### src/rtl/fetch_unit.sv
// Instruction fetch unit: PC sequencing, branch/jump/jr target selection,
// single-pulse fetch completion, stall hold and a sticky misaligned-jr trap.
module fetch_unit #(
  parameter logic [31:0] RESET_PC = 32'h0000_0000,
  parameter logic [31:0] TRAP_PC  = 32'h0000_0080
) (
  input  logic        clk,
  input  logic        reset,
  input  logic        stall,
  input  logic        branch,
  input  logic        zero_flag,
  input  logic        jump,
  input  logic        jr,
  input  logic [15:0] imm16,
  input  logic [25:0] imm26,
  input  logic [31:0] rs_value,
  input  logic        imem_ready,
  output logic        imem_req,
  output logic [31:0] pc,
  output logic [31:0] pc_plus4,
  output logic        fetch_valid,
  output logic [31:0] fetch_pc,
  output logic        addr_err
);

  typedef enum logic [1:0] {IDLE, FETCH, HOLD, ERROR} state_t;

  state_t      state;
  logic [31:0] branch_target;
  logic [31:0] jump_target;
  logic [31:0] next_pc;
  logic        misaligned;

  assign pc_plus4      = pc + 32'd4;
  assign branch_target = pc_plus4 + {{14{imm16[15]}}, imm16, 2'b00};
  assign jump_target   = {pc_plus4[31:28], imm26, 2'b00};
  assign misaligned    = jr && (rs_value[1:0] != 2'b00);

  always_comb begin
    next_pc = pc_plus4;
    if (jr)
      next_pc = rs_value;
    else if (jump)
      next_pc = jump_target;
    else if (branch && zero_flag)
      next_pc = branch_target;
  end

  // Gated by reset so a request never appears while reset is held.
  assign imem_req = (state == FETCH) && !reset;

  always_ff @(posedge clk) begin
    if (reset) begin
      state       <= IDLE;
      pc          <= RESET_PC;
      fetch_pc    <= RESET_PC;
      fetch_valid <= 1'b0;
      addr_err    <= 1'b0;
    end else begin
      fetch_valid <= 1'b0;
      case (state)
        IDLE: state <= FETCH;
        FETCH: begin
          if (imem_ready) begin
            if (stall) begin
              fetch_pc    <= pc;
              fetch_valid <= 1'b1;
              state       <= HOLD;
            end else if (misaligned) begin
              addr_err <= 1'b1;
              pc       <= TRAP_PC;
              state    <= ERROR;
            end else begin
              pc          <= next_pc;
              fetch_pc    <= pc;
              fetch_valid <= 1'b1;
            end
          end
        end
        HOLD: begin
          // The held instruction already reported completion on HOLD entry.
          if (!stall) begin
            if (misaligned) begin
              addr_err <= 1'b1;
              pc       <= TRAP_PC;
              state    <= ERROR;
            end else begin
              pc    <= next_pc;
              state <= FETCH;
            end
          end
        end
        ERROR: state <= ERROR;
        default: state <= IDLE;
      endcase
    end
  end

endmodule

### config.mk
export PLATFORM = sky130hd
export DESIGN_NAME = fetch_unit
export DESIGN_NICKNAME = d
export VERILOG_FILES = /design/src/rtl/fetch_unit.sv
export SDC_FILE = /design/constraint.sdc
export NUM_CORES = 1
export LEC_CHECK = 0
export ABC_AREA = 1
export CAP_MARGIN = 0
export CORE_MARGIN = 10
export CORE_UTILIZATION = 54
export CTS_BUF_LIST = sky130_fd_sc_hd__clkbuf_4
export DETAILED_ROUTE_END_ITERATION = 12
export PLACE_DENSITY = 0.87
export SKIP_CTS_REPAIR_TIMING = 1
export SLEW_MARGIN = 20
export SYNTH_ARGS = -nofsm -noshare
export SYNTH_HDL_FRONTEND = slang
export SYNTH_SLANG_ARGS = --single-unit
### constraint.sdc
create_clock -name clk -period 6.8 [get_ports clk]
set_clock_uncertainty 0.15 [all_clocks]
set_input_delay 2.04 -clock clk [delete_from_list [all_inputs] [get_ports clk]]
set_output_delay 2.04 -clock clk [all_outputs]
set_load 0.005 [all_outputs]
# --- After elaboration in Yosys (flattened, before gate mapping) ---
# Cells that the tools add are included.
# Widths: inputs -> output; s select.
classes:
  addsub: 2
  n_eq_ne: 7
  mux: 21
  n_bitwise: 2
  n_reduce_logical: 11
op_table:
  columns: ["cell", "count"]
  rows:
  - ["$mux 32", 8]
  - ["$pmux 32 s2", 1]
  - ["$add 32x3->32 const B", 1]
  - ["$add 32x32->32", 1]
  - ["$mux 2", 5]
  - ["$pmux 2 s4", 1]
  - ["$ne 2x2->1 const B", 3]
  - ["$reduce_and 3->1", 2]
  - ["$mux 1", 5]
  - ["$eq 2x2->1 const B", 2]
  - ["$reduce_bool 2->1", 2]
  - ["$logic_and 1x1->1", 3]
  - ["$ne 3x3->1 const B", 1]
  - ["$reduce_or 3->1", 1]
  - ["$eq 2x1->1 const B", 1]
  - ["$logic_not 2->1", 1]
  - ["$not 1->1", 2]
  - ["$pmux 1 s2", 1]
  - ["$reduce_and 2->1", 1]
  - ["$logic_not 1->1", 1]
word_totals:
  register_bits: 68
  in_bits: 82
  out_inout_bits: 99

# --- Depth between registers and ports, before layout ---
# Gate-level depths: netlist (run 1).
logic_depth:
  word_depth: 9
  mapped_depth: 24
  ltp_nobuf: 24

# --- Worst setup path after synthesis (run 1) ---
# No wires, ideal clock.
synth_timing:
  path_type: "input-to-output"
  from: "in reset"
  to: "out imem_req"
  arrival_time_ns: 2.705
  t_required_ns: 4.610
  path_slack_ns: 1.905
  path_stages: 3
  n_path_buf: 2
  cell_sequence: "clkbuf_1 clkbuf_1 nor2_1"
synth_between:
  elab_chain_cells: 2
synth_rtl:
  columns: ["element", "line", "rtl"]
  rows:
  - ["from (decl)", "8", "input logic reset,"]
  - ["$logic_not 1->1", "50", "assign imem_req = (state == FETCH) && !reset;"]
  - ["$logic_and 1x1->1", "50", null]
  - ["to (decl)", "18", "output logic imem_req,"]
# No other way between the ends.

# --- Worst setup path in the final report (run 1) ---
# Ends and elaborated chain as after synthesis.

==> results of run 1 <==
[flip-flops by register name, indices dropped and copies added, names as in the netlist]
register	flops
addr_err	1
fetch_pc	32
state	2
fetch_valid	1
pc	32
[worst max path at each step]
stage,endpoint,from,cells past startpoint
floorplan,imem_req,reset,3
global placement,imem_req,reset,3
CTS,imem_req,reset,3
global route,imem_req,reset,3
detailed placement,imem_req,reset,3
finish,imem_req,reset,3
[area by class of cell]
class                           count  share of cell area [%]
Multi-Input combinational cell    882                    51.1
Timing Repair Buffer              187                    21.7
Sequential cell                    68                    15.9
Inverter                          167                    7.33
Tap cell                          147                    2.15
Clock inverter                      7                    1.07
Clock buffer                        9                   0.790
[placed cells by master, fill, tap and decap left out, types with 3 or more instances in the layout]
cell type / count
nand4_1: 8
nor3_1: 16
xor2_1: 13
nand2_1: 366
o21ai_1: 6
clkbuf_4: 9
nor2_2: 8
inv_1: 161
a21oi_2: 7
o21bai_1: 5
nor3_2: 3
xnor2_1: 4
nor2_4: 4
clkinvlp_4: 3
nand2_2: 9
inv_2: 5
nand3_1: 67
ha_1: 40
o21ai_0: 55
o211ai_1: 6
nand3b_1: 4
nor2_1: 143
or2_2: 5
clkdlybuf4s50_1: 180
buf_4: 7
a21oi_1: 85
dfxtp_1: 68
o22ai_1: 13
[layer usage]
metal	global-route usage (%)	vias to the layer above	wire (um)
li1	-	3969	-
met2	47.2	349	11200
met1	34.3	3514	9970
met5	0	-	0
met4	9.79	0	729
met3	9.05	55	2480
[power by group through the flow]
stage          Sequential, mW  Clock (mW)  Combinational (mW)
2_1_floorplan           0.547           0               0.535
3_3_place_gp            0.556           0               0.949
3_5_place_dp            0.559           0               0.957
4_1_cts                 0.551       0.301               0.964
5_1_grt                 0.562       0.322                1.07
6_report                0.552       0.302               0.967
[worst max-delay path, stage by stage]
cell             delay [ns]
clkdlybuf4s50_1        0.43
nor2_1                 0.16
clkdlybuf4s50_1        0.54
[through the flow]
stage / setup slack [ns] / instance area, um^2 / utilization [%]
CTS: 1.46 / 8550 / 71.8
global placement: 1.50 / 8400 / 70.5
detailed placement: 1.45 / 8400 / 70.5
finish: 1.44 / 8550 / 71.8
global route: 1.41 / 8550 / 71.8
floorplan: 1.90 / 6500 / -
[cells by family after synthesis]
family	after synthesis
adders and majority gates	41
buffers and inverters	201
and+or+nand+nor	640
xor gates and xnor gates	17
AOI/OAI and AO/OA	184
DFF	68
==> flow_summary.json, run 1 <==
{
  "outcome": "completed",
  "post-route-period-util_pct": 78.9,
  "timing.reg2reg.setup_slack_ns": 3.07,
  "clock_sink_count": 68,
  "io_buffer_count": 180,
  "yosys_register_bits": 68,
  "hold_class": "reg2reg",
  "cell_chosen_for_the_clock_root": "clkbuf_4",
  "place.gp.congestion": 1.00,
  "switching_power_share_of_the_total_pct": 42.8,
  "p_int_mw": 1.04,
  "drv_cap": 0,
  "post-synth-top-count-cell": "nand2_1",
  "synth_area_leaders": "nand2_1 (21%), dfxtp_1 (21%), inv_1 (9.3%)",
  "report.final.hold_viol_count": 0,
  "cellPowerDensity_nw_per_um2": 213,
  "drive_above_1_share_pct": 5.00,
  "timing_max_transition_violations_final": 0,
  "area.growth.synth_to_final_pct": 31.6,
  "final_nets": 1438,
  "drc": 0,
  "synth.lib_cells_used.distinct": 43,
  "timing_worst_slew_pin_value_ns": 1.01,
  "regArea_um2": 1360,
  "yosysWarnings": 0,
  "power.combinational.fraction_pct": 53.1,
  "power.sequential.fraction_pct": 30.3,
  "worst_setup_hold_path_clk_slew_ns": 0.11,
  "synth-edff-count": 0,
  "totalNegativeSetupSlack_ns": 0,
  "antenna_cells": 0,
  "report.power.total_mw": 1.82,
  "grt_first_pass_wirelength_mm": 38.5,
  "holdPathEnd": "pc[0]",
  "detail_route.wirelength_mm": 24.3,
  "initialDrtViolationCount": 756,
  "die_width_um": 130,
  "synth_xor_area_share_pct": 2.29,
  "synth-seq-area-share_pct": 20.9,
  "main_combinational_cell_family_by_area_after_synthesis": "simple AND/OR/NAND/NOR gates",
  "synthSimpleGateAreaFrac_pct": 41.3,
  "total_cts_buffers": 9,
  "slew_headroom_pct": 32.9,
  "rsz0062_at_grt": "false",
  "grt_antenna_before_repair": 0,
  "synth_commonest_cells": "nand2_1 (366), inv_1 (161), nor2_1 (143)",
  "post_synth_inst_count": 1151,
  "antenna_violating_nets_post_route": 0,
  "crit_type": "in2out",
  "worst_r2r_endpoint": "pc[26]",
  "cp-end-kind": "output port",
  "initial_utilization_pct": 54.6,
  "worst_reg2reg_path_depth": 20,
  "layout.filler_cells": 1076,
  "multi_input_area_um2": 4370,
  "worst_skew_pair.late_latency_ns": 0.45,
  "startpoint_type_of_the_worst_setup_path": "primary input",
  "synth_top_area_share_pct": 21.1,
  "dp_hpwl_mm": 19.8,
  "hold_depth": 2,
  "synth_area_per_cell_um2": 5.65,
  "static-leakage-power_nw": 3.96,
  "worstHoldStart": "pc[0]",
  "cts_htree_levels": 3,
  "max-vdd-ir-drop_v": 0.000242,
  "crit_required_ns": 4.61,
  "floorplan.io_pins": 181,
  "compound_gate_portion_of_the_synthesized_area_pct": 15.6,
  "floorplan_die_height_um": 130,
  "route.detailed.wl_per_inst_um": 16.6,
  "switching_power_mw": 0.779,
  "cts_tree": "done",
  "maxClockFrequency_mhz": 186,
  "track_usage_pct": 28.6,
  "post_layout_nonfiller_instances": 1467,
  "design.die.area_um2": 16800,
  "ys_dominant_reg_cell": "dfxtp_1",
  "yosys-mux-area-fraction_pct": 0,
  "pin_count_of_the_biggest_net_entering_global_routing": 48,
  "worstPathMaxFanout": 2,
  "pwr-share-clk_pct": 16.6,
  "synth_fp_nets": 1274,
  "grt-ovfl-total": 0,
  "vias_per_cell": 5.38,
  "vias": 7887,
  "cts-root-to-sink-buffers": 2,
  "place_inst": 1451,
  "fp.coreArea_um2": 11900,
  "dr.pass1.iters": 5,
  "std_cell_rows": 40,
  "tightest_hold_margin_ns": 0.330,
  "synth_async_sr_flop_share_pct": 0,
  "worst-endpoint-arrival_ns": 3.17,
  "synth.largest_area_cell": "nand2_1",
  "synth.cell_area_um2": 6500,
  "worst_r2r_startpoint": "pc[2]",
  "final_setup_fails": 0,
  "period_needed_ns": 5.36,
  "synth_fa_ha_area_share_pct": 8.01,
  "grt_pass1_vias": 7622
}
(Power assumes the default switching activity.)
==> run 2, diff against run 1 <==
--- a/config.mk
+++ b/config.mk
@@ -8,10 +8,10 @@
 export ABC_AREA = 1
 export CAP_MARGIN = 0
 export CORE_MARGIN = 10
-export CORE_UTILIZATION = 54
+export CORE_UTILIZATION = 46
 export CTS_BUF_LIST = sky130_fd_sc_hd__clkbuf_4
 export DETAILED_ROUTE_END_ITERATION = 12
-export PLACE_DENSITY = 0.87
+export PLACE_DENSITY = 0.78
 export SKIP_CTS_REPAIR_TIMING = 1
 export SLEW_MARGIN = 20
 export SYNTH_ARGS = -nofsm -noshare
==> constraint.sdc (replaced) <==
create_clock -name clk -period 4.45 [get_ports clk]
set_clock_uncertainty 0.15 [all_clocks]
set_input_delay 1.335 -clock clk [delete_from_list [all_inputs] [get_ports clk]]
set_output_delay 1.335 -clock clk [all_outputs]
set_load 0.005 [all_outputs]
==> flow_summary.json, run 2 (synthesis gave the netlist of run 1 again) <==
{
  "outcome": "completed",
  "drc": 0,
  "floorplan.io_pins": 181,
  "worst-endpoint-arrival_ns": 2.89,
  "layout.filler_cells": 1390,
  "worst_r2r_endpoint": "pc[17]",
  "clock_sink_count": 68,
  "holdPathEnd": "pc[0]",
  "groute.layer.met2.usage_pct": 41.8,
  "antenna_cells": 0,
  "final_setup_fails": 0,
  "drive_above_1_share_pct": 5.72,
  "finish.instance_area_um2": 8670,
  "crit_required_ns": 2.96,
  "timing.reg2reg.setup_slack_ns": 0.61,
  "power.combinational.fraction_pct": 53.2,
  "slowest_stage": "clkdlybuf4s50_1",
  "cts_tree": "done",
  "area.growth.synth_to_final_pct": 33.4,
  "totalNegativeSetupSlack_ns": 0,
  "grtUsageMet1_pct": 31.2,
  "track_usage_pct": 25.3,
  "cp_top_family": "buffers and inverters",
  "tightest_hold_margin_ns": 0.327,
  "worstHoldStart": "pc[0]",
  "commonest_non_fill_non_tap_cell_in_the_layout": "nand2_1",
  "layout.cells.most_common_list": "nand2_1 (366), clkdlybuf4s50_1 (180), inv_1 (161)",
  "pin_count_of_the_biggest_net_entering_global_routing": 52,
  "vias": 7875,
  "cp-end-kind": "output port",
  "pwr-share-clk_pct": 16.9,
  "worst_path_most_repeated_cell": "nand2_2",
  "worst_r2r_startpoint": "pc[2]",
  "max-vdd-ir-drop_v": 0.000228,
  "hold_depth": 2,
  "timing_worst_slew_pin_value_ns": 0.884,
  "detail_route.wirelength_mm": 25.7,
  "crit_type": "reg2out",
  "p_int_mw": 1.61,
  "maxClockFrequency_mhz": 229,
  "design.die.area_um2": 19300,
  "std_cell_rows": 43,
  "grt_use_met3_pct": 7.43,
  "critical_path.max_stage_delay_ns": 0.60,
  "fp.coreArea_um2": 13900,
  "die_width_um": 139,
  "initial_utilization_pct": 46.8,
  "period_needed_ns": 4.37,
  "cts_htree_levels": 3,
  "worst_reg2reg_path_depth": 17,
  "dr.pass1.iters": 5,
  "report.final.hold_viol_count": 0,
  "drv_cap": 0,
  "place.gp.congestion": 0.933,
  "static-leakage-power_nw": 4.01,
  "grt_antenna_before_repair": 0,
  "startpoint_type_of_the_worst_setup_path": "register",
  "timing_max_transition_violations_final": 0,
  "total_cts_buffers": 9,
  "hold_class": "reg2reg",
  "slew_headroom_pct": 41.0,
  "switching_power_share_of_the_total_pct": 43.0,
  "cts-root-to-sink-buffers": 2,
  "cell_chosen_for_the_clock_root": "clkbuf_4",
  "worstPathMaxFanout": 6,
  "switching_power_mw": 1.21,
  "vias_per_cell": 5.22,
  "cellPowerDensity_nw_per_um2": 326,
  "cp_cell_sequence": "ha_1 -> nand2_2 -> nor2_2 -> nand2_2 -> nor2_1 -> xor2_1 -> clkdlybuf4s50_1",
  "antenna_violating_nets_post_route": 0,
  "layout_top_registers": "fetch_pc: 32 flops, pc: 32 flops, state: 2 flops",
  "grt_first_pass_wirelength_mm": 40.2,
  "grt_pass1_vias": 7480,
  "post-route-period-util_pct": 98.3,
  "floorplan_die_height_um": 139,
  "worst_skew_pair.late_latency_ns": 0.45,
  "initialDrtViolationCount": 647,
  "grt-ovfl-total": 0,
  "crit_buf_inv": 1,
  "dp_hpwl_mm": 21.3,
  "route.detailed.wl_per_inst_um": 17.0,
  "placed_cell_area_um2": 8500,
  "io_buffer_count": 180,
  "worst_setup_hold_path_clk_slew_ns": 0.12,
  "timing.critical_path.from": "pc[2]",
  "power.sequential.fraction_pct": 29.9,
  "final_nets": 1446,
  "global_route.peak_usage_layer": "met2",
  "rsz0062_at_grt": "false"
}
[run 2: cell types whose count changed in the layout (fill, tap and decap cells not counted), sizes merged]
cell      delta
clkbuf       +1
buf          +8
clkinvlp     -1
[run 2: tightest hold or removal path, delay by kind of cell (launching register included)]
| kind | cells | cell delay, ns |
|---|---|---|
| AND/OR/NAND/NOR | 2 | 0.11 |
| flip-flops | 1 | 0.35 |
[run 2: power groups by stage]
stage,clock (mW),sequential [mW],combinational (mW)
4_1_cts,0.477,0.844,1.50
3_3_place_gp,0,0.854,1.48
2_1_floorplan,0,0.837,0.818
5_1_grt,0.503,0.860,1.67
6_report,0.478,0.844,1.50
3_5_place_dp,0,0.855,1.49
[run 2: final cells by class]
cell class                 instances  area (um^2)  share of cell area, %
multi-input combinational        882         4380                   50.5
timing repair buffer             195         1910                   22.1
sequential                        68         1360                   15.7
inverter                         167          627                   7.23
tap                              180          225                   2.60
clock inverter                     6         88.8                   1.02
clock buffer                      10         75.1                  0.866
[run 2: through the flow]
| stage | utilization (%) | setup WS [ns] | cells | total power [mW] |
|---|---|---|---|---|
| floorplan | - | 0.965 | 1151 | 1.65 |
| global placement | 61.2 | 0.537 | 1492 | 2.34 |
| detailed placement | 61.2 | 0.491 | 1492 | 2.35 |
| CTS | 62.4 | 0.0573 | 1508 | 2.82 |
| global route | 62.4 | 0.0250 | 1508 | 3.03 |
| finish | 62.4 | 0.0767 | 1508 | 2.83 |
[run 2: worst max path at each step]
stage,end,slack [ns],cells after the start
CTS,pc_plus4[16],0.06,8
detailed placement,pc[23],0.49,14
global route,pc_plus4[16],0.03,8
floorplan,imem_req,0.96,3
global placement,pc[30],0.54,15
finish,pc_plus4[18],0.08,7
[run 2: routing by layer]
layer / routed length (um) / share of wire [%] / vias up
li1: - / - / 3996
met1: 11000 / 43 / 3492
met2: 11800 / 46 / 345
met3: 2290 / 8.9 / 42
met4: 568 / 2.2 / 0
met5: 0 / 0 / -
